[config.mk]
export PLATFORM = sky130hd
export DESIGN_NAME = mem_ctrl
export DESIGN_NICKNAME = d
export VERILOG_FILES = /design/src/rtl/mem_ctrl.sv
export SDC_FILE = /design/constraint.sdc
export NUM_CORES = 1
export LEC_CHECK = 0
export BUFFER_PORTS_ARGS = -buffer_cell sky130_fd_sc_hd__buf_4
export CAP_MARGIN = 10
export CORE_ASPECT_RATIO = 2
export CORE_UTILIZATION = 38
export CTS_BUF_LIST = sky130_fd_sc_hd__clkbuf_16
export DETAILED_ROUTE_END_ITERATION = 8
export GPL_TIMING_DRIVEN = 1
export PLACE_DENSITY_LB_ADDON = 0.15
export SYNTH_ARGS = -nofsm -noshare
export SYNTH_HDL_FRONTEND = slang
export SYNTH_SLANG_ARGS = --single-unit
[constraint.sdc]
create_clock -name clk -period 2.92 [get_ports clk]
set_input_delay 0.73 -clock clk [delete_from_list [all_inputs] [get_ports clk]]
set_output_delay 0.73 -clock clk [all_outputs]
set_load 0.01 [all_outputs]
[src/rtl/mem_ctrl.sv]
// mem_ctrl: byte-serial RAM controller arbitrating data-side (ME) and fetch-side (IF) word accesses.
// ME wins arbitration; reads assemble 4 little-endian bytes, writes issue per-lane masked byte stores.
module mem_ctrl (
  input  logic        clk,
  input  logic        rst_n,
  input  logic        i_me_r_enable,
  input  logic        i_me_w_enable,
  input  logic [3:0]  i_me_w_mask,
  input  logic [31:0] i_me_w_data,
  input  logic [31:0] i_me_addr,
  output logic [31:0] o_me_r_data,
  output logic        o_me_busy,
  output logic        o_me_done,
  input  logic        i_if_r_enable,
  input  logic [31:0] i_if_addr,
  output logic [31:0] o_if_r_data,
  output logic        o_if_busy,
  output logic        o_if_done,
  output logic [31:0] o_ram_addr,
  output logic        o_ram_wr,
  output logic [7:0]  o_ram_dout,
  input  logic [7:0]  i_ram_din
);
  typedef enum logic [1:0] {IDLE, RD, WR, DONE} state_t;
  state_t      r_state, w_next;
  logic [2:0]  r_cnt;
  logic        r_own_if;
  logic [3:0]  r_mask;
  logic [31:0] r_base, r_wdata, r_buf, r_me_rdata, r_if_rdata;
  logic        w_me_req, w_busy;
  logic [1:0]  w_off, w_lane;
  assign w_me_req = i_me_r_enable | i_me_w_enable;
  assign w_busy   = (r_state == RD) || (r_state == WR);
  // RD runs one extra cycle (cnt=4) to capture the last byte; hold the address at base+3
  assign w_off    = (r_cnt > 3'd3) ? 2'd3 : r_cnt[1:0];
  assign w_lane   = r_cnt[1:0] - 2'd1;
  always_comb begin
    w_next = r_state;
    case (r_state)
      IDLE: w_next = w_me_req ? (i_me_w_enable ? WR : RD) : (i_if_r_enable ? RD : IDLE);
      RD:   w_next = (r_cnt == 3'd4) ? DONE : RD;
      WR:   w_next = (r_cnt == 3'd3) ? DONE : WR;
      default: w_next = IDLE;
    endcase
  end
  always_ff @(posedge clk or negedge rst_n) begin
    if (!rst_n) begin
      r_state    <= IDLE;
      r_cnt      <= '0;
      r_own_if   <= 1'b0;
      r_mask     <= '0;
      r_base     <= '0;
      r_wdata    <= '0;
      r_buf      <= '0;
      r_me_rdata <= '0;
      r_if_rdata <= '0;
    end else begin
      r_state <= w_next;
      if (r_state == IDLE && (w_me_req || i_if_r_enable)) begin
        r_own_if <= !w_me_req;
        r_base   <= w_me_req ? {i_me_addr[31:2], 2'b00} : {i_if_addr[31:2], 2'b00};
        r_mask   <= i_me_w_mask;
        r_wdata  <= i_me_w_data;
        r_cnt    <= '0;
      end else if (w_busy) begin
        r_cnt <= r_cnt + 3'd1;
      end
      if (r_state == RD && r_cnt != 3'd0)
        r_buf[{w_lane, 3'b000} +: 8] <= i_ram_din;
      if (r_state == RD && r_cnt == 3'd4 && r_own_if)
        r_if_rdata <= {i_ram_din, r_buf[23:0]};
      if (r_state == RD && r_cnt == 3'd4 && !r_own_if)
        r_me_rdata <= {i_ram_din, r_buf[23:0]};
    end
  end
  assign o_me_r_data = r_me_rdata;
  assign o_if_r_data = r_if_rdata;
  assign o_me_busy   = w_busy;
  assign o_if_busy   = w_busy;
  assign o_me_done   = (r_state == DONE) && !r_own_if;
  assign o_if_done   = (r_state == DONE) && r_own_if;
  assign o_ram_addr  = w_busy ? r_base + {30'b0, w_off} : 32'd0;
  assign o_ram_wr    = (r_state == WR) && r_mask[w_off];
  assign o_ram_dout  = (r_state == WR) ? r_wdata[{w_off, 3'b000} +: 8] : 8'd0;
endmodule

==> flow_summary.toml <==
[placement]
dp_hpwl_mm = 13.44
gp_congestion = 0.8001
port_buffers = 217

[finish]
area_growth_pct = 34.93
diodes = 0
utilization_pct = 52.82
nFillCells = 1733
layout.nets = 1050
drive_gt1_share_pct = 31.63

[global_route]
grt_overflow = 0
antenna_found_initial = 0
grt_start_max_net_pins = 74
grt_usage_pct = 20.42
use_met3_pct = 3.652
grt_pass1_vias = 5824
grt_pass1_wl_mm = 30.64
grt-busiest-layer = "met2"
grtUsageMet2_pct = 37.89
grtUsageMet1_pct = 22.64

[synth]
synthArstFlopShare_pct = 100.0
synth.yosys.seq_area_share_pct = 55.61
syn-cell-area_um2 = 7199
synth.ff_latch_count = 160
synth.distinct_cells = 35
synthFlopType = "dfrtp_1"
ys_warn_count = 0
avgSynthCellArea_um2 = 10.06
netlist_instances = 716
synth_edf_count = 0
syn_nets = 840

[clock_tree]
root_buffer = "clkbuf_16"
clkTransAtPathRegs_ns = 0.06
cts_buffers = 17
cts_tree = "done"
clock-sinks = 160
cts_max_level = 4
cts_buffer_depth = 2
cts_setup_buffers = 0
hold_buffers = 0
clk-insertion-delay-late_ns = 0.42

[flow_run]
drv_cap = 0

[critical_path]
ff2ff_setup_slack_ns = 0.89
path_class = "reg2out"
worstRegToRegCells = 6
r2r_end = "r_buf[22]"
worstPathRequired_ns = 2.19
r2r-start = "r_cnt[1]"
cp-start-kind = "flop"
cp-end-kind = "primary output"
worstPathArrival_ns = 2.13
cp_max_fo = 5

[detailed_routing]
drt-vias-per-instance = 4.913
wire_per_inst_um = 16.42
drt-initial-drc-count = 131
drt_wl_total_mm = 18.97
drtPass1Iterations = 4
vias = 5675
drc = 0
postRouteAntennaNets = 0

[timing]
maxSlewViolCount = 0
slew_headroom_pct = 55.68
timing.fmax_mhz = 349.5
period_minus_slack_ns = 2.862
worstMarginPinSlew_ns = 0.6628
min_period_over_period_pct = 98.00
worst_clock_skew_ns = 0.006687
setup_tns_ns = 0
rsz0062_at_grt = "no"
hold_viol = 0
setup_viol = 0

[floorplan]
die_h_um = 196.7
start_util_pct = 39.14
die_area_um2 = 19530
core.rowCount = 70
ios = 222
core-area_um2 = 18390
fp.dieW_um = 99.33

[power_and_ir_drop]
power_density_nw_per_um2 = 974.5
peakVddDrop_mv = 0.5118
p_leak_uw = 0.004907

[outcome]
status = "complete, no violations"

[hold_path]
hp-class = "in2async"
## state kept, by name, summed over array words and instances, names as in the netlist
signal and cells:
o_if_r_data 32, o_me_r_data 32, r_base 30, r_buf 24, r_cnt 3, r_mask 4, r_own_if 1, r_state 2
r_wdata 32
## critical path, cell delays in order (launching register included)
cell and delay (ns):
dfrtp_1 0.39, ha_2 0.22, ha_4 0.18, nor2b_4 0.12, buf_6 0.14, a2111oi_1 0.06, a311oi_1 0.41, buf_4 0.20
## area by class of cell
class | count | area [µm²] | area share [%]
Sequential cell | 160 | 4005 | 41.23
Multi-Input combinational cell | 478 | 2908 | 29.93
Clock inverter | 15 | 143.9 | 1.481
Clock buffer | 17 | 425.4 | 4.379
Timing Repair Buffer | 238 | 1846 | 19.00
Inverter | 31 | 116.4 | 1.198
Tap cell | 216 | 270.3 | 2.782
## per-stage QoR
step / area (µm²) / worst slack (ns) / instances / power (µW) / hold slack, ns
final: 9714 / 0.05843 / 1155 / 9467 / 0.2926
after global routing: 9714 / 0.02482 / 1155 / 10170 / 0.3308
after CTS: 9657 / 0.001533 / 1154 / 9516 / 0.3148
after detailed placement: 9084 / 0.3813 / 1122 / 7290 / 0.4546
after global placement: 9084 / 0.4198 / 1122 / 7254 / 0.4517
after floorplan: 7199 / 0.3875 / 716 / 5599 / 0.4344
## synth_stat cells (4+ instances only)
cell type    n  area, µm²
inv_1       30      112.6
nor2_1       6      22.52
o21a_1      11      82.58
mux2i_1     56      560.5
and2_1      32      200.2
ha_1        11      137.6
o21ai_0    111      555.5
mux2_2      10      112.6
a21oi_1      4      20.02
mux2_4       6      90.09
dfrtp_1    160       4004
nand2_1    194      728.2
buf_2       13      65.06
clkbuf_1    28      105.1
a2111oi_0    8      70.07
a311oi_1     8      70.07
## how the worst max path moves through the flow
stage | startpoint | to | slack (ns) | depth (start not counted)
2_1_floorplan | r_cnt[2] | o_ram_dout[0] | 0.39 | 8
3_3_place_gp | r_cnt[2] | o_ram_dout[0] | 0.42 | 7
3_5_place_dp | r_cnt[2] | o_ram_dout[0] | 0.38 | 7
4_1_cts | r_cnt[2] | o_ram_dout[1] | 0.002 | 7
5_1_grt | r_cnt[2] | o_ram_dout[4] | 0.02 | 7
6_report | r_cnt[0] | o_ram_dout[0] | 0.06 | 7
## power breakdown
| part | total (µW) | switching (µW) | internal, µW |
|---|---|---|---|
| logic | 3950 | 2140 | 1810 |
| registers | 3340 | 381 | 2960 |
| clock network | 2180 | 923 | 1250 |
| total | 9470 | 3440 | 6020 |
## cells in the final DEF, fill, tap and decap left out, drive strengths merged
cell,n
buf,238
mux2,16
clkbuf,17
o22ai,1
o21ai,112
ha,11
dfrtp,160
o211ai,3
nand2,194
a311oi,8
o31ai,1
mux2i,56
a211o,1
nor3b,3
and2,32
a211oi,1
nor2b,3
and3,1
nand4,1
o31a,1
clkinvlp,3
inv,34
nand3,1
bufinv,2
o21a,11
a21oi,4
nor2,6
a21boi,1
or2,1
clkinv,7
a2111oi,8
xnor2,1
## kinds of logic (layout without fill, tap and decap cells)
logic type | Yosys count | in the layout | synth area share [%]
AO/OA/AOI/OAI | 152 | 152 | 12.57
XOR/XNOR | 1 | 1 | 0.1217
adder cells (fa/ha/maj) | 11 | 11 | 1.912
buffers and inverters | 78 | 301 | 4.762
flip-flops | 160 | 160 | 55.61
multiplexers | 72 | 72 | 10.60
AND/OR/NAND/NOR | 242 | 242 | 14.42
## metal layers
| metal | share of wire [%] | up-vias |
|---|---|---|
| met3 | 3.6 | 22 |
| met2 | 56 | 150 |
| met5 | 0 | - |
| met4 | 2.2 | 0 |
| met1 | 39 | 2708 |
| li1 | - | 2795 |
## repair_timing
item,4_1_cts,5_1_grt
pin swaps,1,5
cloned,0,1
resized for setup,3,17
endpoints found under the setup margin,6,8
Power figures use the tool's default switching activity.
